`config.mk`:
```
export PLATFORM = sky130hd
export DESIGN_NAME = riscv_lsu
export DESIGN_NICKNAME = d
export VERILOG_FILES = /design/src/rtl/lsu_pkg.sv /design/src/rtl/lsu_load_extract.sv /design/src/rtl/riscv_lsu.sv
export SDC_FILE = /design/constraint.sdc
export NUM_CORES = 1
export LEC_CHECK = 0
export CORE_ASPECT_RATIO = 1.4
export CORE_MARGIN = 3
export CORE_UTILIZATION = 28
export DETAILED_ROUTE_END_ITERATION = 12
export GPL_ROUTABILITY_DRIVEN = 1
export GPL_TIMING_DRIVEN = 0
export PLACE_DENSITY = 0.83
export SLEW_MARGIN = 15
export SYNTH_ARGS = -nofsm -noshare
export SYNTH_HDL_FRONTEND = slang
export SYNTH_SLANG_ARGS = --single-unit
export TNS_END_PERCENT = 20
```
`constraint.sdc`:
```
create_clock -name clk_i -period 2 [get_ports clk_i]
set_clock_uncertainty 0.2 [all_clocks]
set_input_delay 0.3 -clock clk_i [delete_from_list [all_inputs] [get_ports clk_i]]
set_output_delay 0.3 -clock clk_i [all_outputs]
set_load 0.1 [all_outputs]
```
`src/rtl/lsu_pkg.sv`:
```
// Shared definitions for the load/store unit: access size codes and FSM states.
package lsu_pkg;

    // Access size codes, funct3 style
    localparam logic [2:0] LDST_B  = 3'd0;
    localparam logic [2:0] LDST_H  = 3'd1;
    localparam logic [2:0] LDST_W  = 3'd2;
    localparam logic [2:0] LDST_BU = 3'd4;
    localparam logic [2:0] LDST_HU = 3'd5;

    // ISSUE drives the memory request, WAIT collects the registered read data
    typedef enum logic {
        ISSUE,
        WAIT
    } lsu_state_t;

endpackage

```
`src/rtl/lsu_load_extract.sv`:
```
// Picks the addressed byte/halfword out of a 32-bit memory word and extends it.
// Purely combinational so the fetch path can share it.
module lsu_load_extract
    import lsu_pkg::*;
(
    input  logic [1:0]  offset_i,
    input  logic [2:0]  size_i,
    input  logic [31:0] data_i,
    output logic [31:0] result_o
);

    logic [7:0]  byteSel;
    logic [15:0] halfSel;

    // Lane selection followed by sign or zero extension according to the size code
    always_comb begin
        byteSel  = data_i[{offset_i, 3'b000} +: 8];
        halfSel  = data_i[{offset_i[1], 4'b0000} +: 16];
        result_o = data_i;
        case (size_i)
            LDST_B:  result_o = {{24{byteSel[7]}}, byteSel};
            LDST_BU: result_o = {24'h000000, byteSel};
            LDST_H:  result_o = {{16{halfSel[15]}}, halfSel};
            LDST_HU: result_o = {16'h0000, halfSel};
            default: result_o = data_i;
        endcase
    end

endmodule

```
`src/rtl/riscv_lsu.sv`:
```
// Load/store unit: turns core requests into word-wide memory accesses with byte
// enables, stalls the core for the synchronous read, and returns extended loads.
module riscv_lsu
    import lsu_pkg::*;
(
    input  logic        clk_i,
    input  logic        rst_i,
    input  logic        core_req_i,
    input  logic        core_we_i,
    input  logic [2:0]  core_size_i,
    input  logic [31:0] core_addr_i,
    input  logic [31:0] core_wd_i,
    output logic [31:0] core_rd_o,
    output logic        core_stall_o,
    output logic        lsu_misalign_o,
    output logic        mem_req_o,
    output logic        mem_we_o,
    output logic [3:0]  mem_be_o,
    output logic [31:0] mem_addr_o,
    output logic [31:0] mem_wd_o,
    input  logic [31:0] mem_rd_i,
    input  logic        mem_ready_i
);

    lsu_state_t  state_q, state_d;
    logic [1:0]  offset_q, offset_d;
    logic [2:0]  size_q, size_d;
    logic        load_q, load_d;

    logic        sizeLegal;
    logic        aligned;
    logic        legalReq;
    logic        rdEnable;
    logic [31:0] loadData;

    // Request legality: known size code and natural alignment for that size
    always_comb begin
        sizeLegal = 1'b0;
        aligned   = 1'b0;
        case (core_size_i)
            LDST_B, LDST_BU: begin
                sizeLegal = 1'b1;
                aligned   = 1'b1;
            end
            LDST_H, LDST_HU: begin
                sizeLegal = 1'b1;
                aligned   = ~core_addr_i[0];
            end
            LDST_W: begin
                sizeLegal = 1'b1;
                aligned   = (core_addr_i[1:0] == 2'b00);
            end
            default: begin
                sizeLegal = 1'b0;
                aligned   = 1'b0;
            end
        endcase
        legalReq = core_req_i & sizeLegal & aligned;
    end

    // State and capture registers; offset/size/direction are latched on the accepted edge
    always_ff @(posedge clk_i or posedge rst_i) begin
        if (rst_i) begin
            state_q  <= ISSUE;
            offset_q <= 2'b00;
            size_q   <= 3'b000;
            load_q   <= 1'b0;
        end else begin
            state_q  <= state_d;
            offset_q <= offset_d;
            size_q   <= size_d;
            load_q   <= load_d;
        end
    end

    // Next state and handshake outputs; reset masks everything visible to core and memory
    always_comb begin
        state_d        = state_q;
        offset_d       = offset_q;
        size_d         = size_q;
        load_d         = load_q;
        mem_req_o      = 1'b0;
        core_stall_o   = 1'b0;
        lsu_misalign_o = 1'b0;
        rdEnable       = 1'b0;
        case (state_q)
            ISSUE: begin
                if (legalReq) begin
                    mem_req_o    = 1'b1;
                    core_stall_o = 1'b1;
                    if (mem_ready_i) begin
                        state_d  = WAIT;
                        offset_d = core_addr_i[1:0];
                        size_d   = core_size_i;
                        load_d   = ~core_we_i;
                    end
                end else if (core_req_i) begin
                    lsu_misalign_o = 1'b1;
                end
            end
            WAIT: begin
                state_d  = ISSUE;
                rdEnable = load_q;
            end
            default: state_d = ISSUE;
        endcase
        if (rst_i) begin
            mem_req_o      = 1'b0;
            core_stall_o   = 1'b0;
            lsu_misalign_o = 1'b0;
            rdEnable       = 1'b0;
        end
    end

    // Byte enables follow the access size and only exist alongside a request
    always_comb begin
        mem_be_o = 4'b0000;
        if (mem_req_o) begin
            case (core_size_i)
                LDST_B, LDST_BU: mem_be_o = 4'b0001 << core_addr_i[1:0];
                LDST_H, LDST_HU: mem_be_o = 4'b0011 << {core_addr_i[1], 1'b0};
                default:         mem_be_o = 4'b1111;
            endcase
        end
    end

    // Store data is replicated across lanes so the byte enables alone pick the target
    always_comb begin
        case (core_size_i)
            LDST_B, LDST_BU: mem_wd_o = {4{core_wd_i[7:0]}};
            LDST_H, LDST_HU: mem_wd_o = {2{core_wd_i[15:0]}};
            default:         mem_wd_o = core_wd_i;
        endcase
    end

    assign mem_we_o   = mem_req_o & core_we_i;
    assign mem_addr_o = core_addr_i;

    lsu_load_extract u_extract (
        .offset_i (offset_q),
        .size_i   (size_q),
        .data_i   (mem_rd_i),
        .result_o (loadData)
    );

    // Load result is only visible in the WAIT cycle of a load
    always_comb begin
        core_rd_o = 32'h0000_0000;
        if (rdEnable) begin
            core_rd_o = loadData;
        end
    end

endmodule
```
== Word level (Yosys, flattened, before mapping) ==
Cells that the tools add are included.
Storage, ports and cells
  output and inout port bits: 104
  flip-flop bits (word level): 7
Operators by class
  multiplexer cells: 19
  reduce and logical (&&, ||, !) cells: 7
  bitwise operators: 6
  eq/ne operators: 7
  shift-type cells: 4
Operators by type and width (number)
  $pmux W32 S4: 1
  $pmux W32 S2: 1
  $mux W32: 1
  $shiftx A32 B6 Y16: 1
  $shiftx A32 B6 Y8: 1
  $eq A3 B3 Y1 const B: 4
  $mux W1: 12
  $pmux W4 S2: 1
  $eq A3 B1 Y1 const B: 2
  $logic_not A3 Y1: 2
  $reduce_or A5 Y1: 1
  $mux W4: 1
  $reduce_or A2 Y1: 2
  $shl A1 B2 Y4 const A: 1
  $shl A2 B2 Y4 const A: 1
  $and A1 B1 Y1: 3
  $eq A3 B2 Y1 const B: 1
  $not A1 Y1: 3
  $pmux W1 S3: 1
  $reduce_and A3 Y1: 1
  $logic_not A2 Y1: 1
  $pmux W1 S2: 1

== Logic depth before layout (Yosys ltp) ==
Gate-level depths: netlist (run 1).
  depth in word-level cells: 9
  depth in mapped cells: 5
  mapped depth without buffers: 3

== Cells and area by module ==
From an unflattened synthesis (run 1), not the netlist that was laid out.
Second synthesis, totals
  cells, all modules: 268
  area total of the unflattened synthesis: 1919.3 sq um
By module, submodules not included
  riscv_lsu: seq. area each 175.2 sq um, cells an instance 159, area an instance 1291.2 sq um, instances 1
  lsu_load_extract: seq. area each 0.0 sq um, cells an instance 109, area an instance 628.1 sq um, instances 1

== Least setup slack after synthesis (run 1) ==
No wires, ideal clock.
  path type: register to output
  start point: register offset_q[1]
  end point: output port core_rd_o[13]
  path slack: -4.192 ns
  arrival: 5.692 ns
  cell stages (with the launch flop): 6
  cell sequence: dfrtp_1 buf_2 nand2b_1 buf_2 o32ai_1 a2111oi_0
On the way
  word-level cells in the longest chain between the ends: 3
Ends and longest elaborated chain
  start, declared: line riscv_lsu.sv:26  | logic [1:0] offset_q, offset_d;
  start signal, assigned: line riscv_lsu.sv:70  | offset_q <= offset_d;
  $shiftx A32 B6 Y16 / $shiftx A32 B6 Y8 (equally long branches): line lsu_load_extract.sv:18, lsu_load_extract.sv:17
  $pmux W32 S4 *: line lsu_load_extract.sv:20  | case (size_i)
  $mux W32 *: line riscv_lsu.sv:149  | if (rdEnable) begin
  end, declared: line riscv_lsu.sv:13  | output logic [31:0] core_rd_o,
Every way passes the cells marked *; elsewhere a longest branch is shown, timed or not.

== Final worst setup path (run 1) ==
  start point: register size_q[0]
  end point: output port core_rd_o[15]
On the way
  word-level cells in the longest chain between the ends: 3
Ends and longest elaborated chain
  start, declared: line riscv_lsu.sv:27  | logic [2:0] size_q, size_d;
  start signal, assigned: line riscv_lsu.sv:71  | size_q <= size_d;
  $eq A3 B3 Y1 (tied with other cells): line lsu_load_extract.sv:20
  $pmux W32 S4 *: line lsu_load_extract.sv:20
  $mux W32 *: line riscv_lsu.sv:149
Marks and branches as above.

==> metrics.cfg, run 1 <==
[timing]
hold_ws_ns=0.3177
setup_viol=47
tightestPinTransition_ns=0.9641
max_clock_freq_ghz=0.3930
slew_headroom_pct=35.52
worst_slack_ns=-0.5445
rsz0062_at_grt=yes
hold_violations=0
min_period_over_period_pct=127.2
slew_viol_final=0
min_period_ns=2.544

[synthesis]
postSynth.asyncResetShare_pct=100.0
ys_ff_latch=7
avgSynthCellArea_um2=7.538
syn_inst=240
synth_area_mm2=0.001809
synth-main-ff-cell=dfrtp_1
yosys_warnings=0
yosysTopAreaCellShare_pct=17.43
synth_top_area_cell=mux2_2
mappedNetlistNets=344
synth_edf_count=0
synth_area_leaders=mux2_2 (17%), buf_4 (17%), dfrtp_1 (9.7%), o32ai_1 (7.3%), mux2i_1 (6.1%)
ys_seq_area_share_pct=9.682
ys_types=35

[power_and_ir_drop]
total_power_mw=2.719
leakagePower_nw=1.923
power.density_mw_per_mm2=574.9
irDropWorstVdd_uv=359.6

[die]
rows=34
ios=208
core_mm2=0.006254
die_y_um=101.1
initial_core_util_pct=28.93
die_w_um=73.94
die_area_mm2=0.007476

[worst_hold_path]
hp-class=reg2reg

[clock_network]
htree_levels=1
cts_tree=yes
clock_sinks=7
cts.path.max_buffers=2
clk_latency_ns=0.23
clk_pin_slew_ns=0.04
tritoncts.num_buffers=3
cts_root_buffer=clkbuf_8

[drt]
drc_errors=0
drt-total-wl_um=9773
avgViaCountPerCell=5.301
drtIter0Drc=156
via_count=2677
firstDrtPassIters=4
routedWlPerCell_um=19.35
postRouteAntennaNets=0

[finish]
nets=538
syn2layout_area_growth_pct=161.4
fin_cells=505
antenna_cells=0
drive_above_1_share_pct=59.82

[global_routing]
grt_usage_pct=22.98
grt_start_max_net_pins=11
grt_pass1_wl_um=13680
grt_pass1_vias=2790
antenna_found_initial=0
gr-total-overflow=0

[critical_path]
required_ns=1.50
cp-start-kind=register
path_class=reg2out
end_kind=output port
arrival_ns=2.04
crit_fanout=9

[placement]
place_congestion=0.8738
dp.cells=489
dpl_worst_slack_ns=-1.866
hpwl_um=7275
io_buffers=177

[status]
violations=negative setup slack
status=finished, violations left

[flow_run]
drv_cap=0

[flip-flops by register name, indices dropped and copies added, names as in the netlist]
register,cells
load_q,1
offset_q,2
size_q,3
state_q,1
[final cells by class]
| type | count | area [µm²] |
|---|---|---|
| Tap cell | 72 | 90.09 |
| Fill cell | 418 | 1524 |
| Buffer | 58 | 516.7 |
| Multi-Input combinational cell | 151 | 1794 |
| Clock buffer | 4 | 45.04 |
| Inverter | 23 | 86.33 |
| Sequential cell | 7 | 178.9 |
| Timing Repair Buffer | 190 | 2018 |
[cells in the mapped netlist (2+ instances only)]
master,instances
clkbuf_1,12
mux2i_1,11
and2_1,2
a2111oi_0,8
buf_4,41
a211oi_1,7
nand2_1,24
nor2_1,5
a31oi_1,16
nand2b_1,3
inv_1,22
mux2_2,28
dfrtp_1,7
a21oi_1,3
o21ai_0,9
nor2b_1,2
buf_2,3
o32ai_1,15
o21a_1,6
[critical path, cell delays in order, from the launching register on]
cell,delay (ns)
dfrtp_2,0.41
buf_4,0.13
clkinv_1,0.23
o32ai_1,0.68
a2111oi_4,0.13
buf_6,0.23
[cell usage in the layout, fill, tap and decap left out, types with 2 or more instances in the layout]
cell and count:
nand2b_1 2, o21a_1 5, clkbuf_16 2, inv_1 22, o32ai_1 8, buf_4 93
clkbuf_2 4, dfrtp_2 3, buf_8 4, dlygate4sd2_1 9, buf_2 9, nor2b_1 2
clkdlybuf4s15_2 7, clkbuf_1 2, a2111oi_4 8, clkbuf_8 4, buf_12 28, dfrtp_1 4
nand2_1 24, buf_6 22, mux2_2 28, o21ai_1 8, o32ai_2 6, nor2_1 4
mux2i_1 10, a21oi_1 3, clkbuf_4 2, a211oi_4 8, clkdlybuf4s50_1 64, a31oi_4 16
[routing by layer]
metal,global-route usage [%],vias up,share of wire [%]
met5,0,-,0
met4,6.834,0,3.7
met2,43.72,185,54
met1,23.36,1248,31
li1,-,1220,-
met3,6.886,24,11
[per-stage QoR]
step / utilization [%] / area [µm²] / TNS [ns]
detailed placement: 67.69 / 4233 / -105.85
finish: 75.63 / 4730 / -14.77
floorplan: - / 2371 / -22.90
global placement: 67.69 / 4233 / -104.11
global route: 75.63 / 4730 / -17.21
CTS: 72.87 / 4557 / -15.58
[cell families (layout without fill, tap and decap cells)]
family                 after synthesis  in the layout  synth area share [%]
and+or+nand+nor                     42             42                 11.13
buffers and inverters               82            275                 26.21
DFF                                  7              7                 9.682
muxes                               40             40                 24.76
AOI/OAI and AO/OA                   69             69                 28.22
[worst paths after layout]
check                                           start                     to  slack [ns]  cells after the start
max in group asynchronous                       rst_i  size_q[1]$_DFFE_PP0P_        0.82                      3
worst min register to register     load_q$_DFFE_PP0P_     load_q$_DFFE_PP0P_        0.32                      2
min in group asynchronous                       rst_i     load_q$_DFFE_PP0P_        0.54                      3
worst max-delay path            size_q[0]$_DFFE_PP0P_          core_rd_o[15]       -0.54                      5
worst min-delay path               load_q$_DFFE_PP0P_     load_q$_DFFE_PP0P_        0.32                      2
worst max register to register  size_q[1]$_DFFE_PP0P_  size_q[1]$_DFFE_PP0P_        0.48                      3
[report_power, final]
group	leakage [nW]	internal, mW	switching (mW)
Sequential	0.0809	0.176	0.0477
Clock	0.0228	0.138	0.0611
Combinational	1.82	0.789	1.51
Total	1.92	1.10	1.62
[timing repair]
item | in CTS | in global routing
hold buffers | 1 | 0
buffers inserted | 5 | 7
hold endpoints to repair | 7 | 0
pin swaps | 8 | 9
resized for setup | 496 | 63
setup endpoints to repair | 88 | 75
Power figures use the tool's default switching activity.
==> run 2, diff against run 1 <==
Settings changed: CTS_CLUSTER_DIAMETER from default to 100.
==> results of run 2 <==
No change in the layout: final DEF, timing and power equal those of run 1.
